===== config.mk =====
export PLATFORM = sky130hd
export DESIGN_NAME = rock_ramp_sequencer
export DESIGN_NICKNAME = d
export VERILOG_FILES = /design/src/rtl/rock_ramp_sequencer_pkg.sv /design/src/rtl/rock_ramp_sequencer_dwell_timer.sv /design/src/rtl/rock_ramp_sequencer.sv
export SDC_FILE = /design/constraint.sdc
export NUM_CORES = 1
export LEC_CHECK = 0
export ABC_AREA = 1
export CAP_MARGIN = 30
export CORE_MARGIN = 5
export CORE_UTILIZATION = 59
export DETAILED_ROUTE_END_ITERATION = 7
export GPL_TIMING_DRIVEN = 0
export PLACE_DENSITY_LB_ADDON = 0.25
export SETUP_SLACK_MARGIN = 0.15
export SLEW_MARGIN = 10
export SYNTH_ARGS = -nofsm -noshare
export SYNTH_HDL_FRONTEND = slang
export SYNTH_SLANG_ARGS = --single-unit

===== constraint.sdc =====
create_clock -name clk -period 5.8 [get_ports clk]
set_input_delay 1.74 -clock clk [delete_from_list [all_inputs] [get_ports clk]]
set_output_delay 1.74 -clock clk [all_outputs]
set_load 0.005 [all_outputs]

===== src/rtl/rock_ramp_sequencer_pkg.sv =====
// Shared types for the cradle-motor setpoint ramp: levels, FSM states, step directions.
package rock_pkg;

  localparam int unsigned LEVEL_W = 3;

  typedef enum logic [1:0] {
    IDLE = 2'd0,
    STEP = 2'd1,
    WAIT = 2'd2
  } state_e;

  typedef enum logic [2:0] {
    F_DN = 3'd0,
    A_DN = 3'd1,
    A_UP = 3'd2,
    F_UP = 3'd3,
    NONE = 3'd4
  } step_dir_e;

  typedef struct packed {
    logic [LEVEL_W-1:0] a;
    logic [LEVEL_W-1:0] f;
  } level_pair_t;

  // Down-ramps shed frequency before amplitude; up-ramps raise amplitude first.
  function automatic step_dir_e pick_step(input level_pair_t cur, input level_pair_t tgt);
    step_dir_e dir;
    if (cur.f > tgt.f)      dir = F_DN;
    else if (cur.a > tgt.a) dir = A_DN;
    else if (cur.a < tgt.a) dir = A_UP;
    else if (cur.f < tgt.f) dir = F_UP;
    else                    dir = NONE;
    return dir;
  endfunction

  function automatic level_pair_t apply_step(input level_pair_t cur, input step_dir_e dir);
    level_pair_t nx;
    nx = cur;
    case (dir)
      F_DN:    nx.f = cur.f - LEVEL_W'(1);
      A_DN:    nx.a = cur.a - LEVEL_W'(1);
      A_UP:    nx.a = cur.a + LEVEL_W'(1);
      F_UP:    nx.f = cur.f + LEVEL_W'(1);
      default: nx = cur;
    endcase
    return nx;
  endfunction

endpackage


===== src/rtl/rock_ramp_sequencer_dwell_timer.sv =====
// Loadable saturating down-counter; used for the step dwell and the idle watchdog.
module dwell_timer #(
  parameter int unsigned W = 2
) (
  input  logic         clk,
  input  logic         reset,
  input  logic         i_load,
  input  logic [W-1:0] i_load_val,
  input  logic         i_dec,
  output logic         o_done
);

  logic [W-1:0] r_cnt;

  always_ff @(posedge clk) begin
    if (reset)                        r_cnt <= '0;
    else if (i_load)                  r_cnt <= i_load_val;
    else if (i_dec && (r_cnt != '0))  r_cnt <= r_cnt - W'(1);
  end

  assign o_done = (r_cnt == '0);

endmodule


===== src/rtl/rock_ramp_sequencer.sv =====
// Ramps the (A, F) motor setpoints one level per DWELL cycles toward an accepted target.
// Optional idle watchdog that ramps back to 0/0: define RAMP_TIMEOUT_EN.
module rock_ramp_sequencer
  import rock_pkg::*;
#(
  parameter int unsigned DWELL = 1024
`ifdef RAMP_TIMEOUT_EN
  ,
  parameter int unsigned TIMEOUT = 65536
`endif
) (
  input  logic               clk,
  input  logic               reset,
  input  logic               tgt_valid,
  output logic               tgt_ready,
  input  logic [LEVEL_W-1:0] tgt_A,
  input  logic [LEVEL_W-1:0] tgt_F,
  input  logic               stop,
  output logic [LEVEL_W-1:0] A,
  output logic [LEVEL_W-1:0] F,
  output logic               busy,
  output logic               settled,
  output logic               timeout
);

  localparam int unsigned DW_W = $clog2(DWELL);

  state_e      r_state, w_state_nx;
  level_pair_t r_lvl, w_lvl_nx;
  level_pair_t r_tgt, w_tgt_nx, w_tgt_eff;
  step_dir_e   w_dir;
  logic        r_busy, r_settled, w_settled_nx;
  logic        w_xfer, w_dw_load, w_dw_done, w_fire;

  assign tgt_ready = !reset && !stop && ((r_state == IDLE) || (r_state == WAIT));
  assign w_xfer    = tgt_valid && tgt_ready;
  // stop overrides the latched target immediately, even for a STEP already under way
  assign w_tgt_eff = stop ? level_pair_t'('0) : r_tgt;
  assign w_dir     = pick_step(r_lvl, w_tgt_eff);

  dwell_timer #(.W(DW_W)) u_dwell (
    .clk        (clk),
    .reset      (reset),
    .i_load     (w_dw_load),
    .i_load_val (DW_W'(DWELL - 2)),
    .i_dec      (r_state == WAIT),
    .o_done     (w_dw_done)
  );

`ifdef RAMP_TIMEOUT_EN
  localparam int unsigned WD_W = $clog2(TIMEOUT);

  logic w_wd_run, w_wd_done, r_timeout;

  assign w_wd_run = (r_state == IDLE) && (r_lvl != '0) && !w_xfer && !stop;
  assign w_fire   = w_wd_run && w_wd_done;

  dwell_timer #(.W(WD_W)) u_watchdog (
    .clk        (clk),
    .reset      (reset),
    .i_load     (!w_wd_run),
    .i_load_val (WD_W'(TIMEOUT - 1)),
    .i_dec      (w_wd_run),
    .o_done     (w_wd_done)
  );

  always_ff @(posedge clk) begin
    if (reset) r_timeout <= 1'b0;
    else       r_timeout <= w_fire;
  end

  assign timeout = r_timeout;
`else
  assign w_fire  = 1'b0;
  assign timeout = 1'b0;
`endif

  // Next-state, next-level and target-latch logic
  always_comb begin
    w_state_nx   = r_state;
    w_lvl_nx     = r_lvl;
    w_tgt_nx     = r_tgt;
    w_settled_nx = 1'b0;
    w_dw_load    = 1'b0;

    if (stop)        w_tgt_nx = '0;
    else if (w_xfer) w_tgt_nx = '{a: tgt_A, f: tgt_F};

    case (r_state)
      IDLE: begin
        if (w_xfer || (stop && (r_lvl != '0))) begin
          w_state_nx = STEP;
        end else if (w_fire) begin
          w_tgt_nx   = '0;
          w_state_nx = STEP;
        end
      end
      STEP: begin
        if (w_dir == NONE) begin
          w_settled_nx = 1'b1;
          w_state_nx   = IDLE;
        end else begin
          w_lvl_nx   = apply_step(r_lvl, w_dir);
          w_dw_load  = 1'b1;
          w_state_nx = WAIT;
        end
      end
      WAIT: begin
        if (w_dw_done) w_state_nx = STEP;
      end
      default: w_state_nx = IDLE;
    endcase
  end

  always_ff @(posedge clk) begin
    if (reset) begin
      r_state   <= IDLE;
      r_lvl     <= '0;
      r_tgt     <= '0;
      r_busy    <= 1'b0;
      r_settled <= 1'b0;
    end else begin
      r_state   <= w_state_nx;
      r_lvl     <= w_lvl_nx;
      r_tgt     <= w_tgt_nx;
      r_busy    <= (w_state_nx != IDLE);
      r_settled <= w_settled_nx;
    end
  end

  assign A       = r_lvl.a;
  assign F       = r_lvl.f;
  assign busy    = r_busy;
  assign settled = r_settled;

endmodule


# == After elaboration in Yosys (flattened, before gate mapping) ==
# Cells that the tools add are included.
# op_classes
eq_ne,6
n_lt_le_gt_ge,4
reduce_logical,23
bitwise,2
mux,16
add_sub_neg,5
# ops
cell,n
$mux W10,2
$mux W3,4
$pmux W3 S2,2
$logic_not A10 Y1,1
$reduce_bool A10 Y1,1
$sub A10 B1 Y10 const B,1
$reduce_bool A2 Y1,4
$add A3 B1 Y3 const B,2
$eq A3 B2 Y1 const B,2
$gt A3 B3 Y1,2
$lt A3 B3 Y1,2
$mux W2,3
$mux W6,1
$pmux W2 S3,1
$reduce_and A3 Y1,2
$reduce_bool A6 Y1,1
$reduce_or A2 Y1,3
$sub A3 B1 Y3 const B,2
$logic_and A1 B1 Y1,5
$eq A3 B1 Y1 const B,1
$eq A3 B3 Y1 const B,1
$logic_not A3 Y1,1
$mux W1,3
$eq A2 B1 Y1 const B,1
other kinds (5),8
# word_totals
inputBits,10
ff_bits,26

# == Longest topological paths before layout ==
# Gate-level depths: netlist (run 1).
# depth
word_depth,10
depth_mapped,16
depth_no_buf,16

# == Hierarchy ==
# A second synthesis (run 1) with hierarchy kept.
# hier_totals
hier_cells,257
area_unflattened_um2,1726.7
# by_module_without_submodules
mod,area_each_um2,cells_per_inst,instances
rock_ramp_sequencer,989.7,133,1
dwell_timer,737.0,124,1

# == Least setup slack after synthesis (run 1) ==
# No wires, ideal clock.
# synth_timing
path_type,input -> output
start,in reset
end,out tgt_ready
path_slack_ns,1.978
path_stages,2
arrival_time_ns,2.082
cell_sequence,buf_2 -> nor3_2
# synth_between
elab_chain_cells,3
# synth_rtl
item,line_no,rtl
"start, declared",rock_ramp_sequencer.sv:13,"input logic reset,"
$logic_not A1 Y1,rock_ramp_sequencer.sv:35,assign tgt_ready = !reset && !stop && ((r_state == IDLE) || (r_state == WAIT));
$logic_and A1 B1 Y1 (2 in series),rock_ramp_sequencer.sv:35,
"end, declared",rock_ramp_sequencer.sv:15,"output logic tgt_ready,"
# Every way passes these cells.

# == Worst setup path after layout (run 1) ==
# layout_timing
start,in stop
end,out tgt_ready
# layout_between
elab_chain_cells,3
# layout_rtl
item,line_no,rtl
"start, declared",rock_ramp_sequencer.sv:18,"input logic stop,"
$logic_not A1 Y1,rock_ramp_sequencer.sv:35,
$logic_and A1 B1 Y1 (2 in series),rock_ramp_sequencer.sv:35,
# Every way passes these cells.

==> results.json, run 1 <==
{
  "status": "completed",
  "syn2layout_area_growth_pct": 16.7,
  "timing.setup.tns_ns": 0,
  "path_clk_slew_ns": 0.15,
  "synth_largest_area_cell": "dfxtp_1",
  "drt_pass1_iterations": 5,
  "grt_pass1_wl_um": 5590,
  "finClkSkew_ns": 0.00449,
  "fmax_ghz": 0.213,
  "post_cts_buffers": 0,
  "post-place-ws_ns": 1.11,
  "power_frac_seq_pct": 35.6,
  "cellInternalPower_mw": 0.383,
  "drtAntennaViolNets": 0,
  "critPathCaptureType": "output pin",
  "clock_latency_ns": 0.34,
  "cts_resized": 0,
  "combPwrFrac_pct": 43.9,
  "rsz0062_at_grt": "no",
  "synth_top_area_share_pct": 33.4,
  "max-clock-path-buffers": 2,
  "synth_area_per_cell_um2": 6.60,
  "synth_seq_cells": 26,
  "max_cap_viol_count": 0,
  "finalMaxSlewViolations": 0,
  "synth_nets": 255,
  "drc": 0,
  "timing.final.ws_setup_ns": 1.10,
  "diodes": 0,
  "reg2reg_depth": 14,
  "finalHoldViolations": 0,
  "synth_warnings": 0,
  "routedWlPerCell_um": 11.0,
  "cts.sinks": 26,
  "r2r_slack_ns": 3.71,
  "p_per_area_nw_per_um2": 351,
  "crit_path_max_fanout": 5,
  "path_class": "in2out",
  "htreeDepth": 1,
  "drtIter0Drc": 53,
  "holdBufCountCts": 0,
  "io_pins": 20,
  "yosysSeqAreaShare_pct": 33.4,
  "hp-class": "reg2reg",
  "track_usage_pct": 19.6,
  "cts_root_buffer": "clkbuf_4",
  "gp_congestion": 0.826,
  "period_minus_slack_ns": 4.70,
  "slowest_stage": "clkdlybuf4s50_1",
  "final_nets": 277,
  "syn-instance-count": 236,
  "reg2reg_to": "A[2]",
  "crit_path_start_kind": "input pin",
  "leakage_nw": 0.908,
  "path_cells": "clkdlybuf4s50_1, nor3_2, clkdlybuf4s50_1",
  "layout-drive-gt1-share_pct": 9.34,
  "grt_max_degree": 16,
  "dieArea_um2": 3770,
  "cts_buffers": 3,
  "hpwl_um": 2400,
  "synth-edff-count": 0,
  "async_flop_share_pct": 0,
  "min-delay-start": "r_tgt[0]",
  "fp.dieW_um": 61.4,
  "tritoncts": "yes",
  "rows": 18,
  "setup-violations-final": 0,
  "initial_utilization_pct": 62.3,
  "startpoint": "stop",
  "crit_top_cell": "clkdlybuf4s50_1",
  "grt_overflow_total": 0,
  "die_h_um": 61.4,
  "routed_wl_um": 3170,
  "period_share_pct": 81.0,
  "place.port_buffers": 17,
  "cp.required_ns": 4.06,
  "r2r_start": "F[2]",
  "max-vdd-ir-drop_mv": 0.313,
  "min_to": "r_tgt[0]",
  "grt_pass1_vias": 1338,
  "syn_area_um2": 1560,
  "p_clk_share_pct": 20.5,
  "antenna_found_initial": 0,
  "cp.arrival_ns": 2.96,
  "vias_per_cell": 5.01,
  "synthTopCellsByArea": "dfxtp_1 33%, nand2_1 13%, inv_1 9.4%",
  "synth_cell_types": 26,
  "hold_depth": 2,
  "switchingPower_mw": 0.255,
  "slowest_delay_ns": 0.54,
  "switching_share_pct": 40.0,
  "synthFlopType": "dfxtp_1",
  "vias": 1439,
  "core_area_um2": 2500
}
==> power by group through the flow <==
stage,combinational [mW],clock (mW),sequential (mW)
4_1_cts,0.278,0.132,0.227
2_1_floorplan,0.214,0,0.226
3_5_place_dp,0.276,0,0.230
6_report,0.280,0.131,0.227
3_3_place_gp,0.269,0,0.229
5_1_grt,0.320,0.141,0.231
==> how the worst max path moves through the flow <==
| stage | cells past startpoint | to | slack [ns] |
|---|---|---|---|
| detailed placement | 3 | tgt_ready | 1.11 |
| global placement | 3 | tgt_ready | 1.11 |
| floorplan | 2 | tgt_ready | 1.98 |
| CTS | 3 | tgt_ready | 1.10 |
| global route | 3 | tgt_ready | 1.04 |
| finish | 3 | tgt_ready | 1.10 |
==> critical path, delay by kind of cell <==
family | cells | cell delay [ns]
buffers and inverters | 2 | 1.03
and+or+nand+nor | 1 | 0.19
==> cells in the mapped netlist, types with 3 or more instances <==
cell,instances
dfxtp_1,26
o21ai_0,6
ha_1,7
nand2_1,56
nand3_1,29
o21ai_1,3
inv_1,39
nor2_1,29
a21oi_1,7
inv_2,3
nand4_1,6
nand2_2,5
==> kinds of logic (layout without fill, tap and decap cells) <==
kind of cell,Yosys count,in the layout,synth area share [%]
and+or+nand+nor,135,135,39.5
buffers and inverters,47,68,12.4
DFF,26,26,33.4
AOI/OAI and AO/OA,17,17,5.70
adders and majority gates,9,9,8.19
other,1,1,0.241
xor gates and xnor gates,1,1,0.562
==> routing by layer <==
metal / track usage (%) / vias up / wire [µm]
li1: - / 779 / -
met1: 27.9 / 629 / 1580
met2: 30.4 / 27 / 1440
met3: 2.10 / 4 / 104
met4: 8.18 / 0 / 42
met5: 0 / - / 0
==> sequential cells by signal (all words and copies together) (netlist names) <==
register       cells
r_tgt              6
r_state            2
F                  3
busy               1
settled            1
u_dwell.r_cnt     10
A                  3
==> area by class of cell <==
cell class	instances	area, µm²
clock buffers	3	22.5
plain buffers	5	35.0
well taps	30	37.5
clock inverters	1	30.0
fillers	217	682
inverters	42	158
multi-input cells	163	845
repair buffers	17	170
flip-flops and latches	26	520
==> placed cells by master (no fill, tap or decap), types with 5 or more instances in the layout <==
| cell type | count |
|---|---|
| nor2_1 | 29 |
| nand2_2 | 5 |
| o21ai_0 | 6 |
| a21oi_1 | 7 |
| clkdlybuf4s50_1 | 17 |
| nand4_1 | 6 |
| inv_1 | 39 |
| dfxtp_1 | 26 |
| nand2_1 | 56 |
| nand3_1 | 29 |
| ha_1 | 7 |
==> per-stage QoR <==
step / total power [mW] / util, % / cells / hold WS (ns) / instance area (µm²)
final: 0.638 / 72.7 / 287 / 0.472 / 1820
after global routing: 0.692 / 72.7 / 287 / 0.503 / 1820
after CTS: 0.637 / 72.7 / 287 / 0.471 / 1820
after detailed placement: 0.506 / 70.6 / 283 / 0.451 / 1770
after global placement: 0.498 / 70.6 / 283 / 0.439 / 1770
after floorplan: 0.440 / - / 236 / 0.430 / 1560
(Power assumes the default switching activity.)
==> run 2: changes to the inputs <==
Settings changed: CORE_UTILIZATION 59 to 54.
Clock period 5.8 ns to 4.7 ns, I/O delays scaled along.
==> results.json, run 2 (same netlist as run 1, synthesis figures left out) <==
{
  "vias_per_cell": 4.88,
  "drtAntennaViolNets": 0,
  "timing.final.ws_setup_ns": 0.654,
  "cts_root_buffer": "clkbuf_4",
  "max-clock-path-buffers": 2,
  "diodes": 0,
  "syn2layout_area_growth_pct": 16.8,
  "path_class": "in2out",
  "drt_pass1_iterations": 4,
  "timing.setup.tns_ns": 0,
  "drc": 0,
  "regMostFlops": "u_dwell.r_cnt",
  "post_cts_buffers": 0,
  "grt_max_degree": 16,
  "clock_latency_ns": 0.33,
  "cts_buffers": 3,
  "core_area_um2": 2760,
  "rsz0062_at_grt": "no",
  "max_cap_viol_count": 0,
  "place.port_buffers": 17,
  "routed_wl_um": 2970,
  "vias": 1405,
  "max-vdd-ir-drop_mv": 0.482,
  "antenna_found_initial": 0,
  "use_met2_pct": 23.9,
  "grt_pass1_vias": 1260,
  "gp_congestion": 0.822,
  "cts.sinks": 26,
  "crit_path_start_kind": "input pin",
  "routedWlPerCell_um": 10.3,
  "post-place-ws_ns": 0.669,
  "cp.arrival_ns": 2.64,
  "tritoncts": "yes",
  "final_common_cell": "nand2_1",
  "p_per_area_nw_per_um2": 427,
  "final_cell_mix": "56 x nand2_1, 39 x inv_1, 29 x nand3_1, 29 x nor2_1, 26 x dfxtp_1",
  "htreeDepth": 1,
  "period_share_pct": 86.1,
  "grt_pass1_wl_um": 5360,
  "track_usage_pct": 16.1,
  "n_fill_cell": 269,
  "largestRegisters": "u_dwell.r_cnt: 10 flops, r_tgt: 6 flops",
  "die_h_um": 63.7,
  "leakage_nw": 0.908,
  "final_nets": 277,
  "dieArea_um2": 4060,
  "finalHoldViolations": 0,
  "cp.required_ns": 3.29,
  "status": "completed",
  "cts_resized": 0,
  "whs_ns": 0.466,
  "io_pins": 20,
  "grt.busiest_layer": "met2",
  "hpwl_um": 2280,
  "holdBufCountCts": 0,
  "fp.dieW_um": 63.7,
  "hp-class": "reg2reg",
  "critPathCaptureType": "output pin",
  "path_clk_slew_ns": 0.14,
  "finClkSkew_ns": 0.00700,
  "layout-drive-gt1-share_pct": 9.34,
  "finalMaxSlewViolations": 0,
  "rows": 19,
  "largest_reg_flops": 10,
  "initial_utilization_pct": 56.5,
  "met1_usage_pct": 22.4,
  "grt_use_met3_pct": 4.26,
  "drtIter0Drc": 39,
  "fmax_ghz": 0.247,
  "grt_overflow_total": 0,
  "period_minus_slack_ns": 4.05,
  "crit_path_max_fanout": 5,
  "setup-violations-final": 0
}
[run 2: cell counts in the layout (fill, tap and decap cells not counted)]
Identical to the previous run, type by type.
[run 2: worst paths after layout]
kind,slack [ns],startpoint,depth (start not counted),to
setup / recovery,0.65,stop,3,tgt_ready
hold / removal,0.47,r_tgt[3],2,r_tgt[3]
setup reg to reg,2.65,r_tgt[2],15,A[2]
hold reg to reg,0.47,r_tgt[3],2,r_tgt[3]
[run 2: per-layer routing]
metal	vias to the layer above	wire length [µm]
met5	-	0
met4	0	45
met3	5	102
met2	14	1240
met1	611	1580
li1	775	-
[run 2: stage by stage]
stage / util, % / instances / total power, mW / area (µm²)
after floorplan: - / 236 / 0.543 / 1560
after global placement: 64.1 / 284 / 0.616 / 1770
after detailed placement: 64.1 / 284 / 0.625 / 1770
after CTS: 66.0 / 288 / 0.780 / 1820
after global routing: 66.0 / 288 / 0.850 / 1820
final: 66.0 / 288 / 0.777 / 1820
[run 2: final cells by class]
class	count	area, µm²	area share [%]
plain buffers	5	35.0	1.93
clock buffers	3	22.5	1.24
clock inverters	1	30.0	1.65
inverters	42	158	8.67
multi-input cells	163	845	46.4
flip-flops and latches	26	520	28.6
well taps	31	38.8	2.13
repair buffers	17	170	9.35
[run 2: worst max-delay path, stage by stage]
cell and delay (ns):
clkdlybuf4s50_1 0.51, nor3_2 0.19, clkdlybuf4s50_1 0.53
[run 2: report_power, final]
group	switching, mW	internal, mW	total [mW]
Sequential	0.0282	0.251	0.279
Combinational	0.208	0.135	0.343
Clock	0.0688	0.0864	0.155
Total	0.305	0.472	0.777
